==> config.mk <==
export PLATFORM = sky130hd
export DESIGN_NAME = mem_arbiter
export DESIGN_NICKNAME = d
export VERILOG_FILES = /design/src/rtl/mem_arbiter_pkg.sv /design/src/rtl/mem_arbiter.sv
export SDC_FILE = /design/constraint.sdc
export NUM_CORES = 1
export LEC_CHECK = 0
export ABC_CLOCK_PERIOD_IN_PS = 1800
export BUFFER_PORTS_ARGS = -buffer_cell sky130_fd_sc_hd__buf_2
export CAP_MARGIN = 20
export CORE_MARGIN = 2
export CORE_UTILIZATION = 42
export CTS_CLUSTER_SIZE = 28
export DETAILED_ROUTE_END_ITERATION = 10
export GPL_TIMING_DRIVEN = 0
export PLACE_DENSITY = 0.85
export SYNTH_ARGS = -nofsm -noshare
export SYNTH_HDL_FRONTEND = slang
export SYNTH_SLANG_ARGS = --single-unit
==> constraint.sdc <==
create_clock -name clk16_i -period 1.8 [get_ports clk16_i]
set_clock_uncertainty 0.15 [all_clocks]
set_input_delay 0 -clock clk16_i [delete_from_list [all_inputs] [get_ports clk16_i]]
set_output_delay 0 -clock clk16_i [all_outputs]
set_load 0.01 [all_outputs]
==> src/rtl/mem_arbiter_pkg.sv <==
// Shared types and grant encoding for the SRAM arbiter.
package mem_arbiter_pkg;

    typedef enum logic [2:0] {IDLE, CPU, VRAM, VROM, HOST} owner_t;

    typedef logic [16:0] sram_addr_t;

    localparam int unsigned GRANT_W     = 3;
    localparam int unsigned GRANT_CPU   = 0;
    localparam int unsigned GRANT_VIDEO = 1;
    localparam int unsigned GRANT_HOST  = 2;

    // One-hot {host, video, cpu} grant for a given owner.
    function automatic logic [GRANT_W-1:0] grant_of(input owner_t owner);
        logic [GRANT_W-1:0] g;
        g = '0;
        case (owner)
            CPU:        g[GRANT_CPU]   = 1'b1;
            VRAM, VROM: g[GRANT_VIDEO] = 1'b1;
            HOST:       g[GRANT_HOST]  = 1'b1;
            default:    g = '0;
        endcase
        return g;
    endfunction

endpackage

==> src/rtl/mem_arbiter.sv <==
// Single-SRAM arbiter for CPU, video fetch and host bridge with slot-based sequencing.
// Optional CPU-slot stealing for starved host requests: define MEM_ARB_CPU_STEAL_EN.
module mem_arbiter
    import mem_arbiter_pkg::*;
#(
    parameter int unsigned ACCESS_CYCLES = 4,
    parameter int unsigned FRAME_CYCLES  = 16,
    parameter int unsigned HOST_PHASE    = 12,
    parameter sram_addr_t  VRAM_BASE     = 17'h08000,
    parameter sram_addr_t  VROM_BASE     = 17'h1C000,
    parameter int unsigned STARVE_LIMIT  = 4
) (
    input  logic               clk16_i,
    input  logic               reset_i,
    input  logic               cpu_en_i,
    input  logic               vram_en_i,
    input  logic               vrom_en_i,
    input  logic [15:0]        cpu_addr_i,
    input  logic               cpu_we_i,
    input  logic [7:0]         cpu_data_i,
    output logic [7:0]         cpu_data_o,
    output logic               cpu_done_o,
    output logic               cpu_rdy_o,
    input  logic [13:0]        video_addr_i,
    output logic [7:0]         video_data_o,
    output logic               vram_valid_o,
    output logic               vrom_valid_o,
    input  logic               host_req_i,
    input  logic               host_we_i,
    input  logic [16:0]        host_addr_i,
    input  logic [7:0]         host_data_i,
    output logic               host_ack_o,
    output logic [7:0]         host_data_o,
    output logic [16:0]        ram_addr_o,
    output logic [7:0]         ram_data_o,
    input  logic [7:0]         ram_data_i,
    output logic               ram_oe_o,
    output logic               ram_we_o,
    output logic [GRANT_W-1:0] grant_o
);

    localparam int unsigned PHASE_W = $clog2(FRAME_CYCLES);
    localparam int unsigned K_W     = $clog2(ACCESS_CYCLES);

    owner_t             state;
    owner_t             start_owner;
    sram_addr_t         start_addr;
    logic               start_wr;
    logic [7:0]         start_data;
    logic [PHASE_W-1:0] phase;
    logic [K_W-1:0]     k;
    logic               pending;
    logic               wr;
    logic               steal;

    logic unused_video_bits;
    assign unused_video_bits = ^video_addr_i[13:11];

`ifdef MEM_ARB_CPU_STEAL_EN
    localparam int unsigned STARVE_W = $clog2(STARVE_LIMIT + 1);
    logic [STARVE_W-1:0] starve_cnt;

    assign steal = cpu_en_i && pending && (starve_cnt >= STARVE_W'(STARVE_LIMIT));

    // Counts CPU strobes seen while the host waits; cleared when the host is served.
    always_ff @(posedge clk16_i) begin
        if (reset_i) begin
            starve_cnt <= '0;
        end else if (host_ack_o) begin
            starve_cnt <= '0;
        end else if (cpu_en_i && pending && !steal) begin
            starve_cnt <= starve_cnt + STARVE_W'(1);
        end
    end
`else
    localparam int unsigned UNUSED_STARVE_LIMIT = STARVE_LIMIT;
    assign steal     = 1'b0;
    assign cpu_rdy_o = 1'b1;
`endif

    // Start decision in IDLE: vram > vrom > cpu (or stolen host) > host in its phase.
    always_comb begin
        start_owner = IDLE;
        start_addr  = '0;
        start_wr    = 1'b0;
        start_data  = '0;
        if (state == IDLE) begin
            if (vram_en_i) begin
                start_owner = VRAM;
                start_addr  = VRAM_BASE + sram_addr_t'(video_addr_i[9:0]);
            end else if (vrom_en_i) begin
                start_owner = VROM;
                start_addr  = VROM_BASE + sram_addr_t'(video_addr_i[10:0]);
            end else if (cpu_en_i && !steal) begin
                start_owner = CPU;
                start_addr  = {1'b0, cpu_addr_i};
                start_wr    = cpu_we_i;
                start_data  = cpu_we_i ? cpu_data_i : 8'h00;
            end else if (cpu_en_i || (pending && phase == PHASE_W'(HOST_PHASE))) begin
                start_owner = HOST;
                start_addr  = host_addr_i;
                start_wr    = host_we_i;
                start_data  = host_we_i ? host_data_i : 8'h00;
            end
        end
    end

    // Access sequencer, phase counter and host pending flag.
    always_ff @(posedge clk16_i) begin
        if (reset_i) begin
            state        <= IDLE;
            phase        <= '0;
            k            <= '0;
            pending      <= 1'b0;
            wr           <= 1'b0;
            cpu_data_o   <= '0;
            cpu_done_o   <= 1'b0;
            video_data_o <= '0;
            vram_valid_o <= 1'b0;
            vrom_valid_o <= 1'b0;
            host_ack_o   <= 1'b0;
            host_data_o  <= '0;
            ram_addr_o   <= '0;
            ram_data_o   <= '0;
            ram_oe_o     <= 1'b0;
            ram_we_o     <= 1'b0;
            grant_o      <= '0;
`ifdef MEM_ARB_CPU_STEAL_EN
            cpu_rdy_o    <= 1'b1;
`endif
        end else begin
            cpu_done_o   <= 1'b0;
            vram_valid_o <= 1'b0;
            vrom_valid_o <= 1'b0;
            host_ack_o   <= 1'b0;

            // The CPU strobe cycle is phase 0 of the frame.
            if (cpu_en_i) begin
                phase <= PHASE_W'(1);
            end else if (phase == PHASE_W'(FRAME_CYCLES - 1)) begin
                phase <= '0;
            end else begin
                phase <= phase + PHASE_W'(1);
            end

            // Pending ignores the request level during the ack cycle itself.
            if (host_ack_o) begin
                pending <= 1'b0;
            end else if (host_req_i) begin
                pending <= 1'b1;
            end

            if (state == IDLE) begin
                k <= '0;
                if (start_owner != IDLE) begin
                    state      <= start_owner;
                    ram_addr_o <= start_addr;
                    ram_data_o <= start_data;
                    wr         <= start_wr;
                    ram_oe_o   <= !start_wr;
                    grant_o    <= grant_of(start_owner);
`ifdef MEM_ARB_CPU_STEAL_EN
                    cpu_rdy_o  <= !(start_owner == HOST && cpu_en_i);
`endif
                end
            end else if (k == K_W'(ACCESS_CYCLES - 1)) begin
                state    <= IDLE;
                k        <= '0;
                ram_oe_o <= 1'b0;
                ram_we_o <= 1'b0;
                grant_o  <= '0;
`ifdef MEM_ARB_CPU_STEAL_EN
                cpu_rdy_o <= 1'b1;
`endif
                case (state)
                    CPU: begin
                        cpu_done_o <= 1'b1;
                        if (!wr) cpu_data_o <= ram_data_i;
                    end
                    VRAM: begin
                        vram_valid_o <= 1'b1;
                        video_data_o <= ram_data_i;
                    end
                    VROM: begin
                        vrom_valid_o <= 1'b1;
                        video_data_o <= ram_data_i;
                    end
                    HOST: begin
                        host_ack_o <= 1'b1;
                        if (!wr) host_data_o <= ram_data_i;
                    end
                    default: ;
                endcase
            end else begin
                k <= k + K_W'(1);
                // Write strobe covers k = 1 .. ACCESS_CYCLES-2.
                ram_we_o <= wr && (k != K_W'(ACCESS_CYCLES - 2));
            end
        end
    end

endmodule

==> flow_summary_export.csv <==
group,metric,value,unit
cts,cts_buffers,9,
sta,hold_slack,0.0209,ns
sta,finalSetupViolCount,7,
logic_synthesis,async_flop_share,0,%
logic_synthesis,yosys_most_used_dff,"dfxtp_1",
route,wl_per_cell,19.8,µm
route,drc,0,
route,num_vias,3991,
setup_path,worstPathArrival,1.99,ns
cells_and_area,antenna_cells,0,
place,dpl_worst_slack,-0.301,ns
cells_and_area,fin_nets,667,
logic_synthesis,synth-seq-area-share,45.3,%
sta,slew_viol_final,0,
cts,cts_tree,"yes",
setup_path,path_max_fanout,10,
global_routing,grt-ovfl-total,0,
hold_path,worstHoldPathType,"input port to register",
route,drt_iter0_markers,349,
floorplan,start_util,42.7,%
hold_path,hold_start,"host_addr_i[15]",
sta,period_share,103,%
floorplan,dieArea,0.00796,mm²
logic_synthesis,muxShareOfSynthArea,7.88,%
logic_synthesis,yosys_warnings,0,
hold_path,holdPathEnd,"ram_addr_o[15]$_SDFFE_PP0P_",
cells_and_area,drive_gt1_share,37.0,%
route,first_pass_iters,6,
cts,clk_path_buf_depth,2,
route,postRouteAntennaNets,0,
setup_path,r2r_start,"phase[0]$_SDFF_PP0_",
setup_path,worstSetupEndpointType,"register",
place,io_buffers,132,
setup_path,path_class,"register to register",
global_routing,grt_pass1_wl,18200,µm
route,vias_per_cell,5.80,
sta,period_minus_slack,1.85,ns
logic_synthesis,synth_simple_gate_area_share,20.1,%
power,power.density,761,mW/mm²
power,ir_drop,0.473,mV
logic_synthesis,yosys.area_share.adder,1.64,%
cts,insertion_delay,0.37,ns
sta,worst_slack,-0.0478,ns
cts,htreeDepth,3,
logic_synthesis,syn_nets,431,
floorplan,fp.dieH,89.2,µm
logic_synthesis,synth_top_family_by_area,"simple AND/OR/NAND/NOR gates",
logic_synthesis,synth-seq-cells,69,
sta,worstMarginPinSlew,0.722,ns
sta,rsz0062_at_grt,"true",
global_routing,grt_antenna_before_repair,0,
run_status,outcome,"finished, violations left",
run_status,violations,"negative setup slack",
logic_synthesis,synth_compound_area_share,18.8,%
setup_path,worstPathRequired,1.94,ns
logic_synthesis,synth_area,0.00305,mm²
floorplan,rows,31,
power,p_leak,2.37,nW
logic_synthesis,synth.avg_cell_area,8.76,µm²
logic_synthesis,synth_edf_count,0,
logic_synthesis,ys_types,43,
cells_and_area,syn_to_final_growth,71.4,%
global_routing,grt_max_degree,15,
cts,cts_root_buf,"clkbuf_8",
sta,hold_violations,0,
place,hpwl,6600,µm
global_routing,track_usage,30.2,%
sta,fmax,541,MHz
cells_and_area,multi_input_area,0.00166,mm²
logic_synthesis,synthCells,348,
cts,clk_pin_slew,0.10,ns
floorplan,core_area,0.00714,mm²
setup_path,start_kind,"register",
floorplan,die_w,89.2,µm
run,drv_cap,0,
floorplan,num_io_pins,138,
global_routing,grt_pass1_vias,3778,
setup_path,r2r_end,"ram_addr_o[9]$_SDFFE_PP0P_",
cells_and_area,seqCellArea,0.00140,mm²
cells_and_area,nFillCells,494,
route,drt-total-wl,13600,µm
place,place.gp.congestion,0.810,
setup_path,reg2reg_depth,7,
setup_path,regToRegSetupSlack,-0.05,ns
hold_path,hold_depth,4,
sta,slew-limit-headroom,51.7,%
logic_synthesis,synthXorXnorAreaFrac,0.287,%
cts,clkSinkCount,69,
==> power breakdown <==
group / total (mW) / switching, mW / internal [mW]
registers: 1.64 / 0.0526 / 1.59
logic: 0.851 / 0.438 / 0.413
clock network: 1.49 / 0.691 / 0.797
==> flip-flops by register name, indices dropped and copies added, names as in the netlist <==
register,count
ram_data_o,8
host_ack_o,1
vrom_valid_o,1
ram_oe_o,1
vram_valid_o,1
state,3
phase,4
grant_o,3
ram_addr_o,17
video_data_o,8
ram_we_o,1
cpu_done_o,1
pending,1
k,2
host_data_o,8
cpu_data_o,8
wr,1
==> cells by family (layout without fill, tap and decap cells) <==
| logic type | count (synthesis) | in the layout |
|---|---|---|
| AND/OR/NAND/NOR | 126 | 126 |
| AO/OA/AOI/OAI | 84 | 84 |
| flip-flops | 69 | 69 |
| buffers and inverters | 39 | 280 |
| multiplexers | 24 | 24 |
| adder cells (fa/ha/maj) | 4 | 4 |
| other | 1 | 1 |
| XOR/XNOR | 1 | 1 |
==> worst max-delay path by stage <==
stage	from	to	slack, ns	cells after the start
after floorplan	phase[0]$_SDFF_PP0_	ram_data_o[0]$_SDFFE_PP0P_	0.07	7
after global placement	phase[0]$_SDFF_PP0_	wr$_SDFFE_PP0P_	-0.17	7
after detailed placement	phase[0]$_SDFF_PP0_	ram_addr_o[9]$_SDFFE_PP0P_	-0.30	7
after CTS	state[1]$_SDFFE_PP0P_	ram_data_o[6]$_SDFFE_PP0P_	0.003	6
after global routing	phase[2]$_SDFF_PP0_	ram_addr_o[9]$_SDFFE_PP0P_	-0.15	6
final	phase[0]$_SDFF_PP0_	ram_addr_o[9]$_SDFFE_PP0P_	-0.05	7
==> layout by cell type (no fill, tap or decap), types with 4 or more instances in the layout <==
cell and count:
dlygate4sd3_1 74, inv_1 13, clkbuf_8 10, o21ai_0 15, mux2i_1 23, and3_1 7
nand2_1 32, dfxtp_4 4, nor3_1 7, buf_4 14, dfxtp_1 62, o311ai_1 6
clkbuf_1 11, a22oi_2 9, o211ai_1 10, a21oi_1 23, nand2b_1 11, buf_6 5
nor2_1 44, buf_2 134, nand3_1 5, a32o_1 5
==> routing by layer <==
layer / part of all wire [%] / vias to the layer above / wire length, µm / track usage, %
li1: - / 1705 / - / -
met1: 35 / 1865 / 4710 / 32.0
met4: 8.1 / 0 / 1110 / 20.9
met2: 49 / 304 / 6660 / 52.3
met3: 8.4 / 117 / 1150 / 7.76
met5: 0 / - / 0 / 0
==> synth_stat cells, types with 2 or more instances <==
library cell   n  share of area [%]
or3_1          2               0.41
nand3_1        5               0.82
clkbuf_1      14                1.7
dfxtp_1       69                 45
nand2b_1      11                2.3
nand2_1       33                4.1
and4_1         2               0.57
buf_6          3                1.1
mux2i_1       24                7.9
inv_1         15                1.8
nor4_1         2               0.41
a21oi_1       25                4.1
nor3_1         9                1.5
nor2_2         2               0.41
o311ai_0      10                2.9
a32o_1         5                1.6
buf_2          3               0.49
a22oi_1       10                2.5
o21ai_0       16                2.6
nor3_4         2                1.1
and3_1         7                1.4
buf_1          2               0.25
ha_1           4                1.6
o211ai_1      10                2.5
nor2_1        45                5.5
==> critical path, cell delays in order, from the launching register on <==
cell     delay, ns
dfxtp_4       0.39
inv_4         0.04
ha_4          0.17
a41oi_4       0.36
a21o_4        0.23
buf_8         0.15
nand2_1       0.08
a21oi_2       0.19
==> layout make-up <==
class | instances | share of cell area (%)
multi-input cells | 240 | 31.8
repair buffers | 225 | 30.5
clock buffers | 9 | 2.37
clock inverters | 7 | 1.96
flip-flops and latches | 69 | 26.8
well taps | 99 | 2.37
inverters | 15 | 1.17
plain buffers | 24 | 3.06
==> stage by stage <==
step	area, µm²	setup TNS, ns	instances	util, %	power [mW]
2_1_floorplan	3050	0	348	-	1.95
3_3_place_gp	3830	-3.51	579	53.7	2.15
3_5_place_dp	3830	-5.92	579	53.7	2.16
4_1_cts	4920	0	673	68.9	3.73
5_1_grt	5230	-0.942	688	73.2	4.08
6_report	5230	-0.179	688	73.2	3.98
==> timing repair <==
item / 4_1_cts / 5_1_grt
buffers inserted: 5 / 12
resized for setup: 16 / 58
setup endpoints to repair: 46 / 43
hold endpoints to repair: 55 / 1
hold buffers: 73 / 1
cloned: 0 / 2
pin swaps: 4 / 11
No activity file was read; power rests on OpenSTA's default activity.
